===== src/rtl/sdram_rr_scheduler.sv =====
`default_nettype none
// ============================================================================
// Module   : sdram_rr_scheduler
// Purpose  : Shares one SDRAM controller command port among three clients
//            (video fetch, CPU, DMA) with round-robin priority, and inserts
//            periodic auto-refresh from an internal interval timer. A pending
//            refresh wins at every arbitration point (IDLE).
// Ports    : clk      - system clock, rising edge
//            rst      - asynchronous active-high reset
//            req[2:0] - client requests, held while a client wants the port
//            ack[2:0] - one-hot grant, client i owns the port this cycle
//            ref_req  - refresh request to controller, held until ref_ack
//            ref_ack  - one-cycle refresh-complete pulse from controller
//            owner    - current owner index, 3 = refresh or idle
//            busy     - high in GRANT or REFRESH
//            ref_miss - sticky, timer expired while a refresh was pending
// Options  : SDRAM_RR_HOLD_LIMIT_EN - when defined, an owner is forced off
//            the port after MAX_HOLD cycles if anyone else is waiting.
// Revision : 1.0 - initial release
// ============================================================================
module sdram_rr_scheduler #(
    parameter int REF_INTERVAL = 780,
    parameter int MAX_HOLD     = 64
) (
    input  logic       clk,
    input  logic       rst,
    input  logic [2:0] req,
    output logic [2:0] ack,
    output logic       ref_req,
    input  logic       ref_ack,
    output logic [1:0] owner,
    output logic       busy,
    output logic       ref_miss
);

    typedef enum logic [1:0] {
        ST_IDLE    = 2'd0,
        ST_GRANT   = 2'd1,
        ST_REFRESH = 2'd2
    } state_t;

    localparam logic [15:0] c_timer_reload = 16'(REF_INTERVAL - 1);
    localparam logic [1:0]  c_owner_none   = 2'd3;

    if (REF_INTERVAL < 16 || REF_INTERVAL > 65535 || MAX_HOLD < 2 || MAX_HOLD > 255) begin : g_param_check
        $error("sdram_rr_scheduler: parameter out of legal range");
    end

    state_t      state_q,     state_d;
    logic [1:0]  owner_q,     owner_d;
    logic [1:0]  rr_ptr_q,    rr_ptr_d;
    logic [15:0] ref_timer_q, ref_timer_d;
    logic        ref_pend_q,  ref_pend_d;
    logic        ref_miss_q,  ref_miss_d;

    logic [2:0]  owner_mask;
    logic        timer_expire;
    logic        pend_clear;
    logic [1:0]  cand_a;
    logic [1:0]  cand_b;
    logic        pick_valid;
    logic [1:0]  pick_idx;
    logic        preempt;

    function automatic logic [1:0] next_idx(input logic [1:0] i);
        return (i == 2'd2) ? 2'd0 : i + 2'd1;
    endfunction

    assign owner_mask = 3'b001 << owner_q;

    // ------------------------------------------------------------------
    // Refresh timer. A ref_ack landing on the expiry cycle retires the old
    // refresh and the new one is latched at the same time, so no miss.
    // ------------------------------------------------------------------
    assign timer_expire = (ref_timer_q == 16'd0);
    assign pend_clear   = (state_q == ST_REFRESH) && ref_ack;

    always_comb begin
        ref_timer_d = timer_expire ? c_timer_reload : ref_timer_q - 16'd1;
        ref_pend_d  = ref_pend_q;
        if (pend_clear) begin
            ref_pend_d = 1'b0;
        end
        if (timer_expire) begin
            ref_pend_d = 1'b1;
        end
        ref_miss_d = ref_miss_q | (timer_expire & ref_pend_q & ~pend_clear);
    end

    // ------------------------------------------------------------------
    // Round-robin pick: search order starts just after the last grantee,
    // so the previous owner is always considered last.
    // ------------------------------------------------------------------
    always_comb begin
        cand_a     = next_idx(rr_ptr_q);
        cand_b     = next_idx(cand_a);
        pick_valid = 1'b1;
        pick_idx   = rr_ptr_q;
        if (req[cand_a]) begin
            pick_idx = cand_a;
        end else if (req[cand_b]) begin
            pick_idx = cand_b;
        end else if (req[rr_ptr_q]) begin
            pick_idx = rr_ptr_q;
        end else begin
            pick_valid = 1'b0;
        end
    end

`ifdef SDRAM_RR_HOLD_LIMIT_EN
    localparam logic [7:0] c_hold_limit = 8'(MAX_HOLD - 1);

    logic [7:0] hold_cnt_q, hold_cnt_d;

    // Someone else is waiting: a pending refresh or any non-owner request.
    assign preempt = (hold_cnt_q >= c_hold_limit) &&
                     (ref_pend_q || ((req & ~owner_mask) != 3'b000));

    always_comb begin
        hold_cnt_d = 8'd0;
        if (state_q == ST_GRANT && !preempt && ((req & owner_mask) != 3'b000)) begin
            hold_cnt_d = (hold_cnt_q == 8'hFF) ? hold_cnt_q : hold_cnt_q + 8'd1;
        end
    end

    always_ff @(posedge clk or posedge rst) begin
        if (rst) begin
            hold_cnt_q <= 8'd0;
        end else begin
            hold_cnt_q <= hold_cnt_d;
        end
    end
`else
    assign preempt = 1'b0;
`endif

    // ------------------------------------------------------------------
    // Arbitration FSM
    // ------------------------------------------------------------------
    always_comb begin
        state_d  = state_q;
        owner_d  = owner_q;
        rr_ptr_d = rr_ptr_q;
        case (state_q)
            ST_IDLE: begin
                if (ref_pend_q) begin
                    state_d = ST_REFRESH;
                end else if (pick_valid) begin
                    state_d  = ST_GRANT;
                    owner_d  = pick_idx;
                    rr_ptr_d = pick_idx;
                end
            end
            ST_GRANT: begin
                if (((req & owner_mask) == 3'b000) || preempt) begin
                    state_d = ST_IDLE;
                    owner_d = c_owner_none;
                end
            end
            ST_REFRESH: begin
                if (ref_ack) begin
                    state_d = ST_IDLE;
                end
            end
            default: begin
                state_d = ST_IDLE;
                owner_d = c_owner_none;
            end
        endcase
    end

    always_ff @(posedge clk or posedge rst) begin
        if (rst) begin
            state_q     <= ST_IDLE;
            owner_q     <= c_owner_none;
            rr_ptr_q    <= 2'd2;
            ref_timer_q <= c_timer_reload;
            ref_pend_q  <= 1'b0;
            ref_miss_q  <= 1'b0;
        end else begin
            state_q     <= state_d;
            owner_q     <= owner_d;
            rr_ptr_q    <= rr_ptr_d;
            ref_timer_q <= ref_timer_d;
            ref_pend_q  <= ref_pend_d;
            ref_miss_q  <= ref_miss_d;
        end
    end

    // Outputs decode only registered state; req never reaches ack directly.
    assign ack      = (state_q == ST_GRANT) ? owner_mask : 3'b000;
    assign ref_req  = (state_q == ST_REFRESH);
    assign owner    = owner_q;
    assign busy     = (state_q != ST_IDLE);
    assign ref_miss = ref_miss_q;

endmodule
`default_nettype wire


===== config.mk =====
export PLATFORM = sky130hd
export DESIGN_NAME = sdram_rr_scheduler
export DESIGN_NICKNAME = d
export VERILOG_FILES = /design/src/rtl/sdram_rr_scheduler.sv
export SDC_FILE = /design/constraint.sdc
export NUM_CORES = 1
export LEC_CHECK = 0
export CAP_MARGIN = 30
export CORE_MARGIN = 8
export CORE_UTILIZATION = 38
export DETAILED_ROUTE_END_ITERATION = 8
export GPL_TIMING_DRIVEN = 0
export PLACE_DENSITY = 0.59
export SLEW_MARGIN = 5
export SYNTH_ARGS = -nofsm -noshare
export SYNTH_HDL_FRONTEND = slang
export SYNTH_SLANG_ARGS = --single-unit

===== constraint.sdc =====
create_clock -name clk -period 1.7 [get_ports clk]
set_clock_uncertainty 0.15 [all_clocks]
set_input_delay 0.255 -clock clk [delete_from_list [all_inputs] [get_ports clk]]
set_output_delay 0.255 -clock clk [all_outputs]
set_load 0.01 [all_outputs]

==> results.json, run 1 <==
{
  "cts_sinks": 24,
  "hold_class": "input pin to asynchronous set/reset pin",
  "fin_hold_ws_ns": 0.0639,
  "crit_fanout": 4,
  "synth_common_cells": "18 x nor2_1, 16 x dfrtp_1, 15 x nand2_1, 8 x dfstp_2, 7 x xor2_1",
  "period_share_pct": 106,
  "core_region_area_sq_um": 3080,
  "hold_violations": 0,
  "cts_tree": "done",
  "end_kind": "flop",
  "synth_area_sq_um": 1230,
  "cp_top_family": "simple AND/OR/NAND/NOR gates",
  "drv_slew": 0,
  "power.share.switching_pct": 34.0,
  "layout.nets": 174,
  "worst_slack_ns": -0.0954,
  "worst_pin_slew_ns": 0.401,
  "dp_cells": 182,
  "status": "complete, but fails checks",
  "synth-adder-area-share_pct": 2.04,
  "overflow": 0,
  "crit_chain": "nor4_4 > nand2_2 > nor4_4 > mux2_4",
  "synth.area.top_cells": "dfrtp_1 33%, dfstp_2 17%, nor2_1 5.5%",
  "ys_async_sr_fraction_pct": 100,
  "ir_drop_v": 0.000753,
  "synthXorXnorAreaFrac_pct": 7.13,
  "area_delta_synth_final_pct": 46.3,
  "setup_viol": 11,
  "rsz0062_at_grt": "yes",
  "clkLatencyLatePin_ns": 0.31,
  "syn-instance-count": 125,
  "clockPowerShare_pct": 13.5,
  "synth_edf_count": 0,
  "combPwrFrac_pct": 44.6,
  "drive_above_1_share_pct": 47.3,
  "fmax_mhz": 557,
  "synth_cell_types": 38,
  "synth-simple-area-share_pct": 28.5,
  "utilization_pct": 58.4,
  "drv_cap": 0,
  "stdcell_count": 209,
  "cp_num_buf_inv": 0,
  "synth.largest_area_cell": "dfrtp_1",
  "crit_path_frequent_cell": "nor4_4",
  "numPortBuffers": 13,
  "place_ws_ns": -0.347,
  "violations": "negative setup slack",
  "first_global_vias": 1046,
  "clk_pin_slew_ns": 0.12,
  "power_density_nw_per_um2": 1040,
  "power_mw": 1.87,
  "critPathMaxStageDelay_ns": 0.42,
  "cts_made_buffers": 3,
  "synth_top_family_by_area": "simple AND/OR/NAND/NOR gates",
  "slowest_stage": "dfrtp_1",
  "synth_top_area_share_pct": 32.6,
  "viasPerCell": 4.89,
  "ctsLongestPathBuffers": 2,
  "internal_power_mw": 1.23,
  "grt_pass1_wl_mm": 4.95,
  "die-area_sq_um": 5310,
  "synth_fp_nets": 133,
  "ys_seq_area_share_pct": 49.7,
  "synth.area.mux_share_pct": 2.65,
  "power_frac_seq_pct": 41.8,
  "dp_hpwl_mm": 1.76,
  "final_cell_area_sq_um": 1800,
  "slew_headroom_pct": 73.2,
  "clk_root_buffer_cell": "clkbuf_4",
  "critPathRequiredTime_ns": 1.76,
  "crit_type": "flop to flop",
  "h-tree-depth": 1,
  "row_count": 20,
  "multi_input_area_sq_um": 772,
  "drc_errors": 0,
  "synth-compound-area-share_pct": 8.04,
  "postSynthAreaPerCell_sq_um": 9.83,
  "grt_util_all_layers_pct": 11.7,
  "antenna_found_initial": 0,
  "dpl_cell_area_sq_um": 1430,
  "routed_wl_mm": 3.03,
  "synthFlopType": "dfrtp_1",
  "vias": 1022,
  "chipWidth_um": 72.9,
  "yosys.cell_count.top_type": "nor2_1",
  "diodes": 0,
  "leakage_nw": 0.763,
  "dr.pass1.iters": 4,
  "ys_seq_elements": 24,
  "start_util_pct": 39.9,
  "yosysWarnings": 0,
  "finalWeightedCongestion": 0.774,
  "io_pins": 14,
  "grt_max_degree": 25,
  "crit_path_start_kind": "flop",
  "tns_ns": -0.533,
  "drtAntennaViolNets": 0,
  "crit_arrival_ns": 1.85,
  "p_sw_uw": 634,
  "min_period_ns": 1.80,
  "die-height_um": 72.9,
  "holdBufCountCts": 0,
  "final-seq-area_sq_um": 613,
  "nFillCells": 281,
  "routedWlPerCell_um": 14.5,
  "drt_iter0_drc": 58
}
## repair_timing
item                                    in CTS  in global routing
endpoints found under the setup margin      29                 20
gates cloned                                 0                  1
buffers inserted                            15                  8
resized for setup                           35                 33
pin swaps                                    8                 17
## power by group through the flow
stage	Sequential, mW	Clock (mW)	Combinational (mW)
2_1_floorplan	0.794	0	0.314
3_3_place_gp	0.808	0	0.527
3_5_place_dp	0.818	0	0.537
4_1_cts	0.778	0.264	0.708
5_1_grt	0.792	0.286	0.909
6_report	0.780	0.253	0.832
## metal layers
metal  track usage, %  vias up  part of all wire [%]
met2             20.7       11                    55
met1             13.8      498                    42
met3             2.06        4                   2.2
li1                 -      509                     -
met5                0        -                     0
met4             4.00        0                  0.89
## layout by cell type, fill, tap and decap left out, types with 4 or more instances in the layout
master,count
buf_2,4
buf_4,20
clkdlybuf4s50_1,5
dfrtp_1,14
dfstp_2,8
inv_1,4
nand2_1,13
nand3_1,5
nor2_1,10
nor2_2,6
xor2_1,6
## worst reg2reg max path: stages, from the launching register on
cell and delay (ns):
dfrtp_1 0.42, nor4_4 0.39, nand2_2 0.14, nor4_4 0.27, mux2_4 0.32
## logic make-up (layout without fill, tap and decap cells)
group                    after synthesis  in the layout
AO/OA/AOI/OAI                         14             14
multiplexers                           3              3
AND/OR/NAND/NOR                       66             66
XOR/XNOR                              10             10
buffers and inverters                  6             46
adder cells (fa/ha/maj)                2              2
flip-flops                            24             24
## cell type report
| type | count | area share (%) |
|---|---|---|
| timing repair buffer | 36 | 16.6 |
| tap | 44 | 3.06 |
| multi-input combinational | 95 | 42.9 |
| inverter | 5 | 1.04 |
| buffer | 1 | 0.835 |
| sequential | 24 | 34.1 |
| clock buffer | 4 | 1.46 |
## flip-flops by register name, indices dropped and copies added (netlist names)
signal and flops:
ref_miss 1, rr_ptr_q 2, ref_pend_q 1, ref_timer_q 16, owner 2, state_q 2
## path summary, 6_finish.rpt
path	startpoint	end	slack, ns	cells after the start
max	ref_timer_q[4]$_DFF_PP0_	ref_timer_q[15]$_DFF_PP0_	-0.1	4
min	rst	ref_timer_q[2]$_DFF_PP0_	0.06	2
max reg2reg	ref_timer_q[4]$_DFF_PP0_	ref_timer_q[15]$_DFF_PP0_	-0.1	4
min reg2reg	ref_miss$_DFF_PP0_	ref_miss$_DFF_PP0_	0.35	1
max in group asynchronous	rst	owner[0]$_DFFE_PP1P_	0.82	3
min in group clk	req[2]	state_q[0]$_DFFE_PP0P_	0.30	5
(Power assumes the default switching activity.)
==> inputs of run 2 (changes only) <==
- CTS_BUF_LIST: unset -> sky130_fd_sc_hd__clkbuf_4
==> run 2 against run 1 <==
Compared with the run above:
- the run still ends with negative setup slack left
- via count up 1.8%
- wire length up 1.5%
- sequential share of layout area down 0.49 points
- design area up 1.3%
- critical endpoint unchanged
- first-iteration DRC count down 31%
- core utilization up 0.73 points
- worst setup slack better by 0.044 ns
- non-clock buffer count up 1
==> results.json, run 2 (synthesis gave the netlist of run 1 again) <==
{
  "clkLatencyLatePin_ns": 0.32,
  "chipWidth_um": 72.9,
  "power_frac_seq_pct": 40.0,
  "worst_slack_ns": -0.0518,
  "fmax_mhz": 571,
  "nFillCells": 279,
  "ir_drop_v": 0.000760,
  "row_count": 20,
  "critPathRequiredTime_ns": 1.77,
  "drt_iter0_drc": 40,
  "combPwrFrac_pct": 45.9,
  "crit_chain": "nor4_4 > nand2_2 > nor4_4 > mux2_4",
  "period_share_pct": 103,
  "layout_common_cells": "19 x buf_4, 15 x dfrtp_1, 12 x nand2_1",
  "dr.pass1.iters": 4,
  "power_density_nw_per_um2": 1070,
  "grt_util_all_layers_pct": 11.8,
  "h-tree-depth": 1,
  "drv_slew": 0,
  "drtAntennaViolNets": 0,
  "crit_path_frequent_cell": "nor4_4",
  "dpl_cell_area_sq_um": 1430,
  "viasPerCell": 4.95,
  "first_global_vias": 1003,
  "top_register": "ref_timer_q",
  "crit_path_start_kind": "flop",
  "drive_above_1_share_pct": 48.2,
  "critPathMaxStageDelay_ns": 0.45,
  "grt_pass1_wl_mm": 4.90,
  "routed_wl_mm": 3.08,
  "crit_type": "flop to flop",
  "cts_tree": "done",
  "io_pins": 14,
  "end_kind": "flop",
  "dp_cells": 182,
  "cts_sinks": 24,
  "core_region_area_sq_um": 3080,
  "rsz0062_at_grt": "yes",
  "antenna_found_initial": 0,
  "internal_power_mw": 1.29,
  "p_sw_uw": 659,
  "largest_reg_flops": 16,
  "drv_cap": 0,
  "cts_made_buffers": 3,
  "overflow": 0,
  "drc_errors": 0,
  "area_delta_synth_final_pct": 48.2,
  "die-area_sq_um": 5310,
  "numPortBuffers": 13,
  "crit_fanout": 3,
  "die-height_um": 72.9,
  "worst_pin_slew_ns": 0.344,
  "stdcell_count": 210,
  "clockPowerShare_pct": 14.1,
  "hold_class": "flop to flop",
  "cp_num_buf_inv": 0,
  "grt_max_degree": 25,
  "power.share.switching_pct": 33.8,
  "final_common_cell": "buf_4",
  "finalWeightedCongestion": 0.774,
  "leakage_nw": 0.791,
  "crit_arrival_ns": 1.83,
  "violations": "negative setup slack",
  "ctsLongestPathBuffers": 2,
  "slew_headroom_pct": 76.9,
  "clk_root_buffer_cell": "clkbuf_4",
  "vias": 1040,
  "clk_pin_slew_ns": 0.13,
  "slowest_stage": "dfrtp_1",
  "dp_hpwl_mm": 1.76,
  "hold_violations": 0,
  "routedWlPerCell_um": 14.7,
  "min_period_ns": 1.75,
  "status": "complete, but fails checks",
  "diodes": 0,
  "cp_top_family": "simple AND/OR/NAND/NOR gates",
  "final_cell_area_sq_um": 1820,
  "fin_hold_ws_ns": 0.348,
  "multi_input_area_sq_um": 772,
  "final-seq-area_sq_um": 612,
  "setup_viol": 11,
  "layout.nets": 175,
  "start_util_pct": 39.9
}
[run 2: cell count changes in the layout (fill, tap and decap cells not counted), moves of 2 or more]
cell     change
nand3_2      +3
nor2b_2      -3
buf_6        +2
nor2b_4      +2
nand3_1      -2
buf_8        -2
[run 2: through the flow]
step                total power [mW]  util (%)  TNS (ns)  setup WS [ns]
floorplan                       1.11         -   -0.0434        -0.0338
global placement                1.34      46.4     -3.95         -0.339
detailed placement              1.36      46.4     -4.44         -0.347
CTS                             1.77      53.2    -0.205        -0.0693
global route                    2.08      59.1     -1.16         -0.120
finish                          1.95      59.1    -0.317        -0.0518
[run 2: cell type report]
cell class,instances,area share (%)
clock buffers,4,1.65
plain buffers,1,0.619
flip-flops and latches,24,33.6
well taps,44,3.02
inverters,5,1.03
repair buffers,37,17.7
multi-input cells,95,42.4
[run 2: timing repair]
action                                 CTS  global route
pin swaps                                6            14
endpoints found under the hold margin    0             1
gates cloned                             0             1
resized for setup                       35            33
setup endpoints to repair               29            25
hold buffers                             0             1
setup buffers                           16             6
[run 2: worst register-to-register path, delay by kind of cell (launching register included)]
family	cells	cell delay, ns
simple gates	3	0.74
flops	1	0.45
mux	1	0.32
[run 2: path summary, 6_finish.rpt]
path	startpoint	to	slack, ns	cells after the start
setup / recovery	ref_timer_q[5]$_DFF_PP0_	ref_timer_q[15]$_DFF_PP0_	-0.05	4
hold / removal	ref_miss$_DFF_PP0_	ref_miss$_DFF_PP0_	0.35	1
setup reg to reg	ref_timer_q[5]$_DFF_PP0_	ref_timer_q[15]$_DFF_PP0_	-0.05	4
hold reg to reg	ref_miss$_DFF_PP0_	ref_miss$_DFF_PP0_	0.35	1
max in group asynchronous	rst	rr_ptr_q[1]$_DFFE_PP1P_	0.45	4
min in group asynchronous	rst	ref_miss$_DFF_PP0_	0.52	3
[run 2: metal layers]
layer	wire (um)	global-route usage, %
met5	0	0
met3	49	2.06
met4	31	5.33
met1	1320	14.7
met2	1680	19.2
[run 2: power groups by stage]
stage	Sequential (mW)	Combinational [mW]	Clock [mW]
floorplan	0.794	0.314	0
global placement	0.808	0.527	0
detailed placement	0.818	0.537	0
finish	0.781	0.895	0.275
global route	0.793	0.975	0.310
CTS	0.778	0.708	0.280
==> inputs of run 3 (changes only) <==
- DONT_BUFFER_PORTS: unset -> 1
- PLACE_DENSITY: 0.59 -> 0.53
==> run 3 against run 2 <==
Compared with the run above:
- the run still ends with negative setup slack left
- fmax increased by 1.7%
- wire length decreased by 11%
- sequential share of layout area increased by 2.8 points
- cell count decreased by 8.6%
- design area decreased by 7.8%
- via count decreased by 4.7%
- combinational power decreased by 34%
- critical endpoint unchanged
- largest power group is now sequential cells
- first-iteration DRC count decreased by 53%
==> results.json, run 3 (synthesis gave the netlist of run 1 again) <==
{
  "antenna_found_initial": 0,
  "grt_util_all_layers_pct": 10.6,
  "leakage_nw": 0.693,
  "overflow": 0,
  "vias": 991,
  "routed_wl_mm": 2.73,
  "clk_pin_slew_ns": 0.14,
  "violations": "negative setup slack",
  "diodes": 0,
  "final_common_cell": "dfrtp_1",
  "cts_made_buffers": 3,
  "period_share_pct": 101,
  "min_period_ns": 1.72,
  "area_delta_synth_final_pct": 36.7,
  "drtAntennaViolNets": 0,
  "drc_errors": 0,
  "drv_slew": 0,
  "critPathMaxStageDelay_ns": 0.44,
  "end_kind": "flop",
  "cts_tree": "done",
  "first_global_vias": 990,
  "fin_hold_ws_ns": 0.0416,
  "core_region_area_sq_um": 3080,
  "worst_pin_slew_ns": 0.337,
  "top_register": "ref_timer_q",
  "ir_drop_v": 0.000767,
  "layout_common_cells": "15 x dfrtp_1, 13 x nand2_1, 13 x buf_4",
  "clk_root_buffer_cell": "clkbuf_4",
  "layout.nets": 157,
  "row_count": 20,
  "nFillCells": 279,
  "h-tree-depth": 1,
  "dp_hpwl_mm": 1.76,
  "place_ws_ns": -0.254,
  "status": "complete, but fails checks",
  "crit_path_frequent_cell": "nor4_4",
  "rsz0062_at_grt": "yes",
  "numPortBuffers": 0,
  "largest_reg_flops": 16,
  "min_path_cells": 3,
  "cts_sinks": 24,
  "tns_ns": -0.0256,
  "ctsLongestPathBuffers": 2,
  "crit_path_start_kind": "flop",
  "crit_type": "flop to flop",
  "io_pins": 14,
  "routedWlPerCell_um": 14.2,
  "die-area_sq_um": 5310,
  "crit_chain": "nor4_4 > nand2_1 > nor4_4 > mux2_4",
  "grt_max_degree": 25,
  "worst_slack_ns": -0.0228,
  "utilization_pct": 54.6,
  "power_mw": 1.86,
  "finalWeightedCongestion": 0.782,
  "drv_cap": 0,
  "slowest_stage": "dfrtp_1",
  "viasPerCell": 5.16,
  "crit_fanout": 2,
  "slew_headroom_pct": 77.2,
  "dr.pass1.iters": 4,
  "chipWidth_um": 72.9,
  "power_density_nw_per_um2": 1110,
  "drt_iter0_drc": 19,
  "clkLatencyLatePin_ns": 0.33,
  "hold_violations": 0,
  "crit_arrival_ns": 1.80,
  "hold_class": "input pin to flop",
  "grt_pass1_wl_mm": 4.39,
  "drive_above_1_share_pct": 42.6,
  "critPathRequiredTime_ns": 1.78,
  "worst-r2r-cell-count": 4,
  "r2r_slack_ns": -0.02,
  "fmax_mhz": 580,
  "start_util_pct": 39.9,
  "setup_viol": 2,
  "die-height_um": 72.9
}
[run 3: per-layer routing]
layer | vias up | wire length (um) | track usage [%]
li1 | 476 | - | -
met1 | 497 | 1240 | 13.1
met2 | 13 | 1360 | 17.3
met3 | 5 | 91 | 2.20
met4 | 0 | 44 | 4.67
met5 | - | 0 | 0
[run 3: worst paths after layout]
check,from,endpoint
hold / removal,req[0],owner[0]$_DFFE_PP1P_
max in group asynchronous,rst,ref_timer_q[8]$_DFF_PP1_
setup / recovery,ref_timer_q[10]$_DFF_PP0_,ref_timer_q[15]$_DFF_PP0_
setup reg to reg,ref_timer_q[10]$_DFF_PP0_,ref_timer_q[15]$_DFF_PP0_
min in group asynchronous,rst,rr_ptr_q[0]$_DFFE_PP0P_
hold reg to reg,rr_ptr_q[1]$_DFFE_PP1P_,rr_ptr_q[1]$_DFFE_PP1P_
[run 3: through the flow]
stage               instance area [sq um]  instances
floorplan                            1240        125
global placement                     1300        169
detailed placement                   1300        169
CTS                                  1560        190
global route                         1680        192
finish                               1680        192
[run 3: critical path: cells and delay by family, from the launching register on]
kind | cells | cell delay (ns)
DFF | 1 | 0.44
and+or+nand+nor | 3 | 0.72
muxes | 1 | 0.32
[run 3: power by group]
part | internal, mW | switching (mW) | leakage, nW
clock | 0.239 | 0.185 | 0.0279
sequential | 0.687 | 0.157 | 0.281
combinational | 0.307 | 0.287 | 0.384
total | 1.23 | 0.629 | 0.693
[run 3: timing repair]
item / CTS / global route
hold buffers: 3 / 0
pin swaps: 6 / 6
cloned: 0 / 1
endpoints found under the hold margin: 21 / 0
gates resized for setup: 19 / 23
setup buffers: 14 / 0
endpoints found under the setup margin: 25 / 18
[run 3: cell type report]
| type | count | area (sq um) | share of cell area, % |
|---|---|---|---|
| clock inverters | 1 | 30.0 | 1.79 |
| inverters | 5 | 18.8 | 1.12 |
| flip-flops and latches | 24 | 612 | 36.4 |
| clock buffers | 3 | 22.5 | 1.34 |
| well taps | 44 | 55.1 | 3.28 |
| repair buffers | 19 | 170 | 10.1 |
| plain buffers | 1 | 11.3 | 0.671 |
| multi-input cells | 95 | 759 | 45.2 |
